File: src/rtl/rpc_trx_sched_pkg.sv
// rtl/rpc_trx_sched_pkg.sv - shared types and chunk helper for the RPC transaction scheduler
// Purpose: command opcodes, scheduler state encoding and the page-chunk length function.
// Ports: none (package).
package rpc_trx_sched_pkg;

  typedef enum logic [2:0] {
    OP_NOP = 3'd0,
    OP_ACT = 3'd1,
    OP_WR  = 3'd2,
    OP_RD  = 3'd3,
    OP_PRE = 3'd4,
    OP_REF = 3'd5
  } cmd_op_e;

  typedef enum logic [2:0] {
    ST_IDLE,
    ST_ACT,
    ST_XFER,
    ST_PRE,
    ST_REF
  } sched_state_e;

  // Words that can be moved before the burst runs off the end of the open page.
  function automatic logic [31:0] chunk_words(input logic [31:0] rem,
                                              input logic [31:0] col_off,
                                              input int unsigned col_width);
    logic [31:0] room;
    room = (32'd1 << col_width) - col_off;
    return (rem < room) ? rem : room;
  endfunction

endpackage

File: src/rtl/rpc_ref_timer.sv
// rtl/rpc_ref_timer.sv - periodic refresh request timer with missed-refresh flag
// Purpose: free-running down-counter that raises ref_pending_o every RefreshInterval cycles.
// Ports: clk_i, rst_i (sync, active-high); ref_ack_i = REF command handshake;
//        ref_pending_o = refresh owed; ref_err_o = sticky, interval expired while still owed.
module rpc_ref_timer #(
  parameter int RefreshInterval = 780
) (
  input  logic clk_i,
  input  logic rst_i,
  input  logic ref_ack_i,
  output logic ref_pending_o,
  output logic ref_err_o
);

  localparam int CntWidth = $clog2(RefreshInterval);
  localparam logic [CntWidth-1:0] Reload = CntWidth'(RefreshInterval - 1);

  logic [CntWidth-1:0] cnt;
  logic                expire;

  assign expire = (cnt == '0);

  always_ff @(posedge clk_i) begin
    if (rst_i) begin
      cnt           <= Reload;
      ref_pending_o <= 1'b0;
      ref_err_o     <= 1'b0;
    end else begin
      cnt <= expire ? Reload : cnt - CntWidth'(1);
      // A new expiry outranks an acknowledge landing in the same cycle.
      if (expire) begin
        ref_pending_o <= 1'b1;
      end else if (ref_ack_i) begin
        ref_pending_o <= 1'b0;
      end
      if (expire && ref_pending_o && !ref_ack_i) begin
        ref_err_o <= 1'b1;
      end
    end
  end

endmodule

File: src/rtl/rpc_trx_scheduler.sv
// rtl/rpc_trx_scheduler.sv - sequences DRAM transactions into RPC ACT/WR/RD/PRE/REF commands
// Purpose: splits bursts at page boundaries, wraps each chunk in ACT/PRE, inserts REF
//          while idle or after a PRE.
// Ports: clk_i, rst_i (sync, active-high);
//        trx_valid_i/trx_ready_o/trx_is_write_i/trx_addr_i/trx_len_i : transaction input;
//        cmd_valid_o/cmd_ready_i/cmd_op_o/cmd_addr_o/cmd_len_o      : registered PHY command;
//        busy_o (not idle); ref_err_o (sticky missed refresh).
module rpc_trx_scheduler
  import rpc_trx_sched_pkg::*;
#(
  parameter int DramAddrWidth   = 20,
  parameter int DramLenWidth    = 6,
  parameter int ColWidth        = 5,
  parameter int RefreshInterval = 780
) (
  input  logic                     clk_i,
  input  logic                     rst_i,
  input  logic                     trx_valid_i,
  output logic                     trx_ready_o,
  input  logic                     trx_is_write_i,
  input  logic [DramAddrWidth-1:0] trx_addr_i,
  input  logic [DramLenWidth-1:0]  trx_len_i,
  output logic                     cmd_valid_o,
  input  logic                     cmd_ready_i,
  output logic [2:0]               cmd_op_o,
  output logic [DramAddrWidth-1:0] cmd_addr_o,
  output logic [DramLenWidth-1:0]  cmd_len_o,
  output logic                     busy_o,
  output logic                     ref_err_o
);

  sched_state_e              state, state_next;
  logic [DramAddrWidth-1:0]  addr, addr_next;
  logic [DramLenWidth:0]     rem, rem_next, chunk;
  logic                      is_write, is_write_next;
  logic                      resume, resume_next;
  logic                      out_en;
  logic                      cmd_ack, ref_ack, ref_pending;
  logic                      cmd_valid_next;
  cmd_op_e                   op_next;
  logic [DramAddrWidth-1:0]  cmd_addr_next;
  logic [DramLenWidth-1:0]   cmd_len_next;

  assign chunk   = (DramLenWidth+1)'(chunk_words(32'(rem), 32'(addr[ColWidth-1:0]), ColWidth));
  assign cmd_ack = cmd_valid_o & cmd_ready_i;
  assign ref_ack = cmd_ack & (state == ST_REF);
  // out_en keeps ready low in the first cycle after reset so every output starts at 0.
  assign trx_ready_o = out_en & (state == ST_IDLE) & ~ref_pending;
  assign busy_o      = (state != ST_IDLE);

  rpc_ref_timer #(
    .RefreshInterval(RefreshInterval)
  ) u_ref_timer (
    .clk_i        (clk_i),
    .rst_i        (rst_i),
    .ref_ack_i    (ref_ack),
    .ref_pending_o(ref_pending),
    .ref_err_o    (ref_err_o)
  );

  always_comb begin
    state_next    = state;
    addr_next     = addr;
    rem_next      = rem;
    is_write_next = is_write;
    resume_next   = resume;
    case (state)
      ST_IDLE: begin
        if (ref_pending) begin
          state_next  = ST_REF;
          resume_next = 1'b0;
        end else if (trx_valid_i && trx_ready_o) begin
          addr_next     = trx_addr_i;
          is_write_next = trx_is_write_i;
          rem_next      = (DramLenWidth+1)'(trx_len_i) + (DramLenWidth+1)'(1);
          state_next    = ST_ACT;
        end
      end
      ST_ACT: if (cmd_ack) state_next = ST_XFER;
      ST_XFER: begin
        if (cmd_ack) begin
          addr_next  = addr + DramAddrWidth'(chunk);
          rem_next   = rem - chunk;
          state_next = ST_PRE;
        end
      end
      ST_PRE: begin
        if (cmd_ack) begin
          if (ref_pending) begin
            state_next  = ST_REF;
            resume_next = (rem != '0);
          end else if (rem != '0) begin
            state_next = ST_ACT;
          end else begin
            state_next = ST_IDLE;
          end
        end
      end
      ST_REF: if (cmd_ack) state_next = resume ? ST_ACT : ST_IDLE;
      default: state_next = ST_IDLE;
    endcase
  end

  // Next command is decoded from the next state so cmd_* come straight from flops.
  // addr/rem are untouched between ACT and XFER, so chunk is already valid for XFER.
  always_comb begin
    cmd_valid_next = (state_next != ST_IDLE);
    op_next        = OP_NOP;
    cmd_addr_next  = '0;
    cmd_len_next   = '0;
    case (state_next)
      ST_ACT: begin
        op_next       = OP_ACT;
        cmd_addr_next = {addr_next[DramAddrWidth-1:ColWidth], {ColWidth{1'b0}}};
      end
      ST_XFER: begin
        op_next       = is_write_next ? OP_WR : OP_RD;
        cmd_addr_next = addr_next;
        cmd_len_next  = DramLenWidth'(chunk - (DramLenWidth+1)'(1));
      end
      ST_PRE:  op_next = OP_PRE;
      ST_REF:  op_next = OP_REF;
      default: op_next = OP_NOP;
    endcase
  end

  always_ff @(posedge clk_i) begin
    if (rst_i) begin
      state       <= ST_IDLE;
      addr        <= '0;
      rem         <= '0;
      is_write    <= 1'b0;
      resume      <= 1'b0;
      out_en      <= 1'b0;
      cmd_valid_o <= 1'b0;
      cmd_op_o    <= OP_NOP;
      cmd_addr_o  <= '0;
      cmd_len_o   <= '0;
    end else begin
      state       <= state_next;
      addr        <= addr_next;
      rem         <= rem_next;
      is_write    <= is_write_next;
      resume      <= resume_next;
      out_en      <= 1'b1;
      cmd_valid_o <= cmd_valid_next;
      cmd_op_o    <= op_next;
      cmd_addr_o  <= cmd_addr_next;
      cmd_len_o   <= cmd_len_next;
    end
  end

endmodule

File: config.mk
export PLATFORM = sky130hd
export DESIGN_NAME = rpc_trx_scheduler
export DESIGN_NICKNAME = d
export VERILOG_FILES = /design/src/rtl/rpc_trx_sched_pkg.sv /design/src/rtl/rpc_ref_timer.sv /design/src/rtl/rpc_trx_scheduler.sv
export SDC_FILE = /design/constraint.sdc
export NUM_CORES = 1
export LEC_CHECK = 0
export CAP_MARGIN = 20
export CORE_MARGIN = 4
export CORE_UTILIZATION = 48
export DETAILED_ROUTE_END_ITERATION = 12
export PLACE_DENSITY = 0.72
export SYNTH_ARGS = -nofsm -noshare
export SYNTH_HDL_FRONTEND = slang
export SYNTH_SLANG_ARGS = --single-unit
File: constraint.sdc
create_clock -name clk_i -period 4.68 [get_ports clk_i]
set_input_delay 0.936 -clock clk_i [delete_from_list [all_inputs] [get_ports clk_i]]
set_output_delay 0.936 -clock clk_i [all_outputs]
set_load 0.01 [all_outputs]
# [Word-level counts from Yosys, hierarchy flattened]
# Cells that the tools add are included.
# W data, S select, Z words.
[word_totals] register_bits=75 input_bits=31 out_inout_bits=33 elab_cells=88
[classes] n_addsub=6 n_lt_le_gt_ge=1 eq_ne=14 muxes=32 bitwise_logic=6 reduce_logical=16
[ops] operator="$pmux W20 S2" count=2
[ops] operator="$mux W20" count=3
[ops] operator="$lt A7 B32 Y1" count=1
[ops] operator="$mux W7" count=4
[ops] operator="$mux W3" count=7
[ops] operator="$add A20 B7 Y20" count=1
[ops] operator="$pmux W3 S5" count=1
[ops] operator="$pmux W7 S2" count=1
[ops] operator="$eq A3 B2 Y1 const B" count=4
[ops] operator="$mux W1" count=12
[ops] operator="$pmux W3 S4" count=1
[ops] operator="$logic_not A10 Y1" count=1
[ops] operator="$sub A10 B1 Y10 const B" count=1
[ops] operator="$reduce_and A4 Y1" count=2
[ops] operator="$add A6 B1 Y7 const B" count=1
[ops] operator="$reduce_bool A7 Y1" count=1
[ops] operator="$sub A6 B5 Y7 const A" count=1
[ops] operator="$sub A7 B7 Y7" count=1
[ops] operator="$eq A3 B1 Y1 const B" count=2
[ops] operator="$eq A3 B3 Y1 const B" count=2
[ops] operator="$ne A2 B1 Y1 const B" count=3
[ops] operator="$ne A2 B2 Y1 const B" count=3
[ops] operator="$reduce_bool A2 Y1" count=3
[ops] operator="$reduce_bool A3 Y1" count=2
[ops] operator="other kinds (8)" count=15

# [Logic depth before layout (Yosys ltp)]
[depth] ltp_word=10 ltp_mapped=21

# [Cells and area by module]
# Synthesis repeated with hierarchy kept, for this count alone.
[unflattened] hier_cells=509 hier_area_um2=4262.8
[modules_own_cells] module="rpc_trx_scheduler" instances=1 cells_per_inst=448 area_each_um2=3708.6 seq_area_each_um2=1261.2
[modules_own_cells] module="rpc_ref_timer" instances=1 cells_per_inst=61 area_each_um2=554.3 seq_area_each_um2=240.2

# [Worst setup path before layout]
# No wires, ideal clock.
[synth_path] kind="register to register" startpoint="register addr[1]" endpoint="register addr[19]" setup_ns=0.128 arrival_ns=4.137 path_slack_ns=0.416 path_stages_with_launch=20 path_buffers=2 synth_period_minus_slack_ns=4.264 path_cell_list="dfxtp_1 -> inv_1 -> ha_1 -> nor3b_1 -> xnor2_1 -> inv_1 -> ha_1 -> or4_1 -> o311ai_0 -> buf_4 -> mux2i_1 -> inv_1 -> ha_1 -> buf_2 -> a21o_1 -> a31oi_1 -> a2111oi_0 -> mux2_2 -> a21oi_1 -> nor2_1"
[synth_via] elab_chain_len=6
[synth_rtl] item="start, declared" line_no="rpc_trx_scheduler.sv:33" rtl="logic [DramAddrWidth-1:0] addr, addr_next;"
[synth_rtl] item="start signal, assigned" line_no="rpc_trx_scheduler.sv:141" rtl="addr <= addr_next;"
[synth_rtl] item="$sub A6 B5 Y7" line_no="rpc_trx_sched_pkg.sv:28" rtl="room = (32'd1 << col_width) - col_off;"
[synth_rtl] item="$lt A7 B32 Y1" line_no="rpc_trx_sched_pkg.sv:29" rtl="return (rem < room) ? rem : room;"
[synth_rtl] item="$mux W7" line_no="rpc_trx_sched_pkg.sv:29"
[synth_rtl] item="$add A20 B7 Y20 *" line_no="rpc_trx_scheduler.sv:82" rtl="addr_next = addr + DramAddrWidth'(chunk);"
[synth_rtl] item="$mux W20 *" line_no="rpc_trx_scheduler.sv:81" rtl="if (cmd_ack) begin"
[synth_rtl] item="$pmux W20 S2 *" line_no="rpc_trx_scheduler.sv:67" rtl="case (state)"
# Every way passes the cells marked *; elsewhere a longest branch is shown, timed or not.
# A chain may end at the register's enable or synchronous reset.

# [Worst setup path in the final report]
[layout_path] startpoint="register addr[0]" endpoint="register cmd_addr_o[14]"
[layout_via] elab_chain_len=7
[layout_rtl] item="$sub A6 B5 Y7" line_no="rpc_trx_sched_pkg.sv:28"
[layout_rtl] item="$lt A7 B32 Y1" line_no="rpc_trx_sched_pkg.sv:29"
[layout_rtl] item="$mux W7" line_no="rpc_trx_sched_pkg.sv:29"
[layout_rtl] item="$add A20 B7 Y20 *" line_no="rpc_trx_scheduler.sv:82"
[layout_rtl] item="$mux W20 *" line_no="rpc_trx_scheduler.sv:81"
[layout_rtl] item="$pmux W20 S2 *" line_no="rpc_trx_scheduler.sv:67"
[layout_rtl] item="$pmux W20 S2 *" line_no="rpc_trx_scheduler.sv:111" rtl="case (state_next)"
[layout_rtl] item="end signal, assigned" line_no="rpc_trx_scheduler.sv:148" rtl="cmd_addr_o <= cmd_addr_next;"
[layout_rtl] item="end, declared" line_no="rpc_trx_scheduler.sv:26" rtl="output logic [DramAddrWidth-1:0] cmd_addr_o,"
# Marks and branches as above.

==> metrics <==
Post-Syn Nets 575; total global-route track usage 22.8%; worst rel slew slack 24.0%; die area 0.0106 sq mm; FFs w/ async S/R, synth 0%; GRT overflow 0; drt via density 5.87; most common cell after layout, fill and taps aside dfxtp_1; CP most frequent cell ha_1; Leak Pwr 0.00207 uW; Top Usage Layer GRT met2; Rows 34; outcome complete, no violations; RSZ-0062 raised after global routing no; initial antenna violation count 0; Layout Nets 636; initial core utilization 49.5%; global-route wire length before repair 18700 um; Worst path slowest cell or4_1; Peak Freq 225 MHz; M2 GR Usage 36.7%; Final Setup Violations 0; number of global-route vias before repair 3840; most frequent cells in the layout dfxtp_1 (73), clkdlybuf4s50_1 (63), nor2_1 (53), nand2_1 (50), a21oi_1 (35); DR DRC count 0; Crit Path Category reg2reg; syn avg cell area 8.32 sq um; routed len/inst 16.8 um; largest net degree at the start of global routing 43; Post-synth EDFFs 0; endpoint class of the critical path flop; layout cells sized above 1 9.74%; Pwr per Cell Area 309 mW/mm^2; Cells after Synth 519; Mapped Area 0.00432 sq mm; Ys Warns 0; Pre-Repair DR Iteration Count 5; core area 0.00872 sq mm; gpl congestion 0.920; TritonCTS clock tree done; Layout area overhead 22.2%; WP data required 4.99 ns; crit-path cells inv_1, ha_1, nor3b_1, xnor2_1, inv_1, ha_1, or4_1, o311ai_2, buf_4, nand2_1, o21ai_0, ha_1, fa_1, a211oi_2, o21ai_2, o2111ai_2, or4_1, nand3_1, nor2b_1; post-synthesis sequential area ratio 34.8%; Vias 4070; worst-path fanout max 5; synthesized flop and latch total 75; # port buffers 63; clk buf depth 2; skew final 0.00906 ns; setup ws final 0.230 ns; Num CTS Buffers 9; routing usage on met1 29.6%; DP HPWL 8700 um; post-route ant nets 0; CTS sink cnt 75; Hold Violations, Final 0; Clock Latency Late Sink 0.37 ns; CP max stage delay 0.55 ns; Final Max Slew Viols 0; Die Height 103 um; Inserted Diodes 0; Setup TNS Final 0 ns; Final Cycle Share 95.1%; Max IR drop VDD 178 uV; worst min path class reg2reg; Die Wd 103 um; Max Cap Violations 0; library cells used by synthesis 71; # IOs 64; hold_buf cts 0; number of DRC markers in iteration 0 222; H-tree depth 3; CTS Root Cell clkbuf_8; Worst EP arrival 4.76 ns; DP Worst Slack 0.0677 ns; Startpoint Class flop; clk slew on worst S/H paths 0.09 ns; predominant post-synthesis flop cell dfxtp_1; met3 Track Usage GR 5.41%; Period minus WS final 4.45 ns; Slew @ Worst Pin 1.13 ns; # fillers 810; Routed WL 11600 um
worst max-delay path: cells and delay by family (launching register included):
| family | cells | cell delay, ns |
|---|---|---|
| AOI/OAI and AO/OA | 5 | 0.80 |
| xor gates and xnor gates | 1 | 0.31 |
| adders and majority gates | 4 | 1.04 |
| buffers and inverters | 3 | 0.39 |
| DFF | 1 | 0.37 |
| and+or+nand+nor | 6 | 1.49 |
registers in the layout, indices dropped and copies added (netlist names), 3 cells and up:
| signal | count |
|---|---|
| cmd_op_o | 3 |
| cmd_addr_o | 20 |
| addr | 20 |
| u_ref_timer.cnt | 10 |
| state | 3 |
| rem | 7 |
| cmd_len_o | 6 |
where the power goes:
part           switching [uW]  internal, uW  leakage, uW
clock                     289           209     0.000100
sequential               34.7           665     0.000611
combinational             236           200      0.00136
cells by family (layout without fill, tap and decap cells):
| kind of cell | count (synthesis) | count (layout) | share of synthesized area [%] |
|---|---|---|---|
| XOR/XNOR | 28 | 28 | 5.68 |
| AO/OA/AOI/OAI | 124 | 124 | 19.7 |
| multiplexers | 16 | 16 | 3.88 |
| buffers and inverters | 50 | 116 | 4.87 |
| adder cells (fa/ha/maj) | 25 | 25 | 7.59 |
| flip-flops | 75 | 75 | 34.8 |
| other | 1 | 1 | 0.0868 |
| AND/OR/NAND/NOR | 200 | 200 | 23.5 |
synth_stat cells (all sizes together), types with 4 or more instances:
cell type	count	share of area, %
o21ai	17	2.1
xor2	11	2.2
o211ai	7	1.2
nand3b	4	0.70
nor3	21	2.8
a21o	7	1.2
and3	6	0.87
nor2	54	4.7
a22oi	8	1.4
nand4	5	1.1
nor3b	7	1.3
ha	23	6.7
or3	6	0.87
clkbuf	12	1.0
nand2	50	4.3
o22ai	7	1.0
a31oi	4	0.58
inv	28	2.4
nand3	18	2.1
and2	4	0.58
mux2i	13	3.1
nor2b	9	1.3
buf	10	1.4
o31ai	4	0.70
a21oi	38	4.7
a211oi	5	0.87
dfxtp	75	35
a311oi	4	0.96
xnor2	17	3.4
metal layers:
layer,vias up,wire [um]
li1,1971,-
met1,1926,5050
met2,147,5490
met3,26,819
met4,0,260
met5,-,0
cell type report:
cell class                 instances  area (sq um)  share of cell area (%)
clock buffer                       9           124                    2.35
clock inverter                     7          68.8                    1.30
inverter                          28           105                    1.99
multi-input combinational        394          2650                    50.1
sequential                        75          1500                    28.5
tap                              108           135                    2.56
timing repair buffer              72           698                    13.2
what timing repair did:
item | in CTS | in global routing
endpoints found under the setup margin | 0 | 16
setup buffers | 0 | 1
resized for setup | 0 | 12
through the flow:
step / area (sq um) / utilization, % / cells / hold WS [ns] / total power, uW
finish: 5280 / 60.6 / 693 / 0.411 / 1630
detailed placement: 5040 / 57.8 / 676 / 0.394 / 1140
CTS: 5230 / 60.0 / 692 / 0.417 / 1640
global route: 5280 / 60.6 / 693 / 0.455 / 1720
global placement: 5040 / 57.8 / 676 / 0.383 / 1130
floorplan: 4320 / - / 519 / 0.372 / 1000
worst paths after layout:
path | from | to | slack [ns] | cells past startpoint
worst min-delay path | u_ref_timer.cnt[0]$_SDFF_PP1_ | u_ref_timer.cnt[0]$_SDFF_PP1_ | 0.41 | 1
worst max-delay path | addr[0]$_SDFF_PP0_ | cmd_addr_o[14]$_SDFF_PP0_ | 0.23 | 19
worst min register to register | u_ref_timer.cnt[0]$_SDFF_PP1_ | u_ref_timer.cnt[0]$_SDFF_PP1_ | 0.41 | 1
worst max register to register | addr[0]$_SDFF_PP0_ | cmd_addr_o[14]$_SDFF_PP0_ | 0.23 | 19
Power figures use the tool's default switching activity.
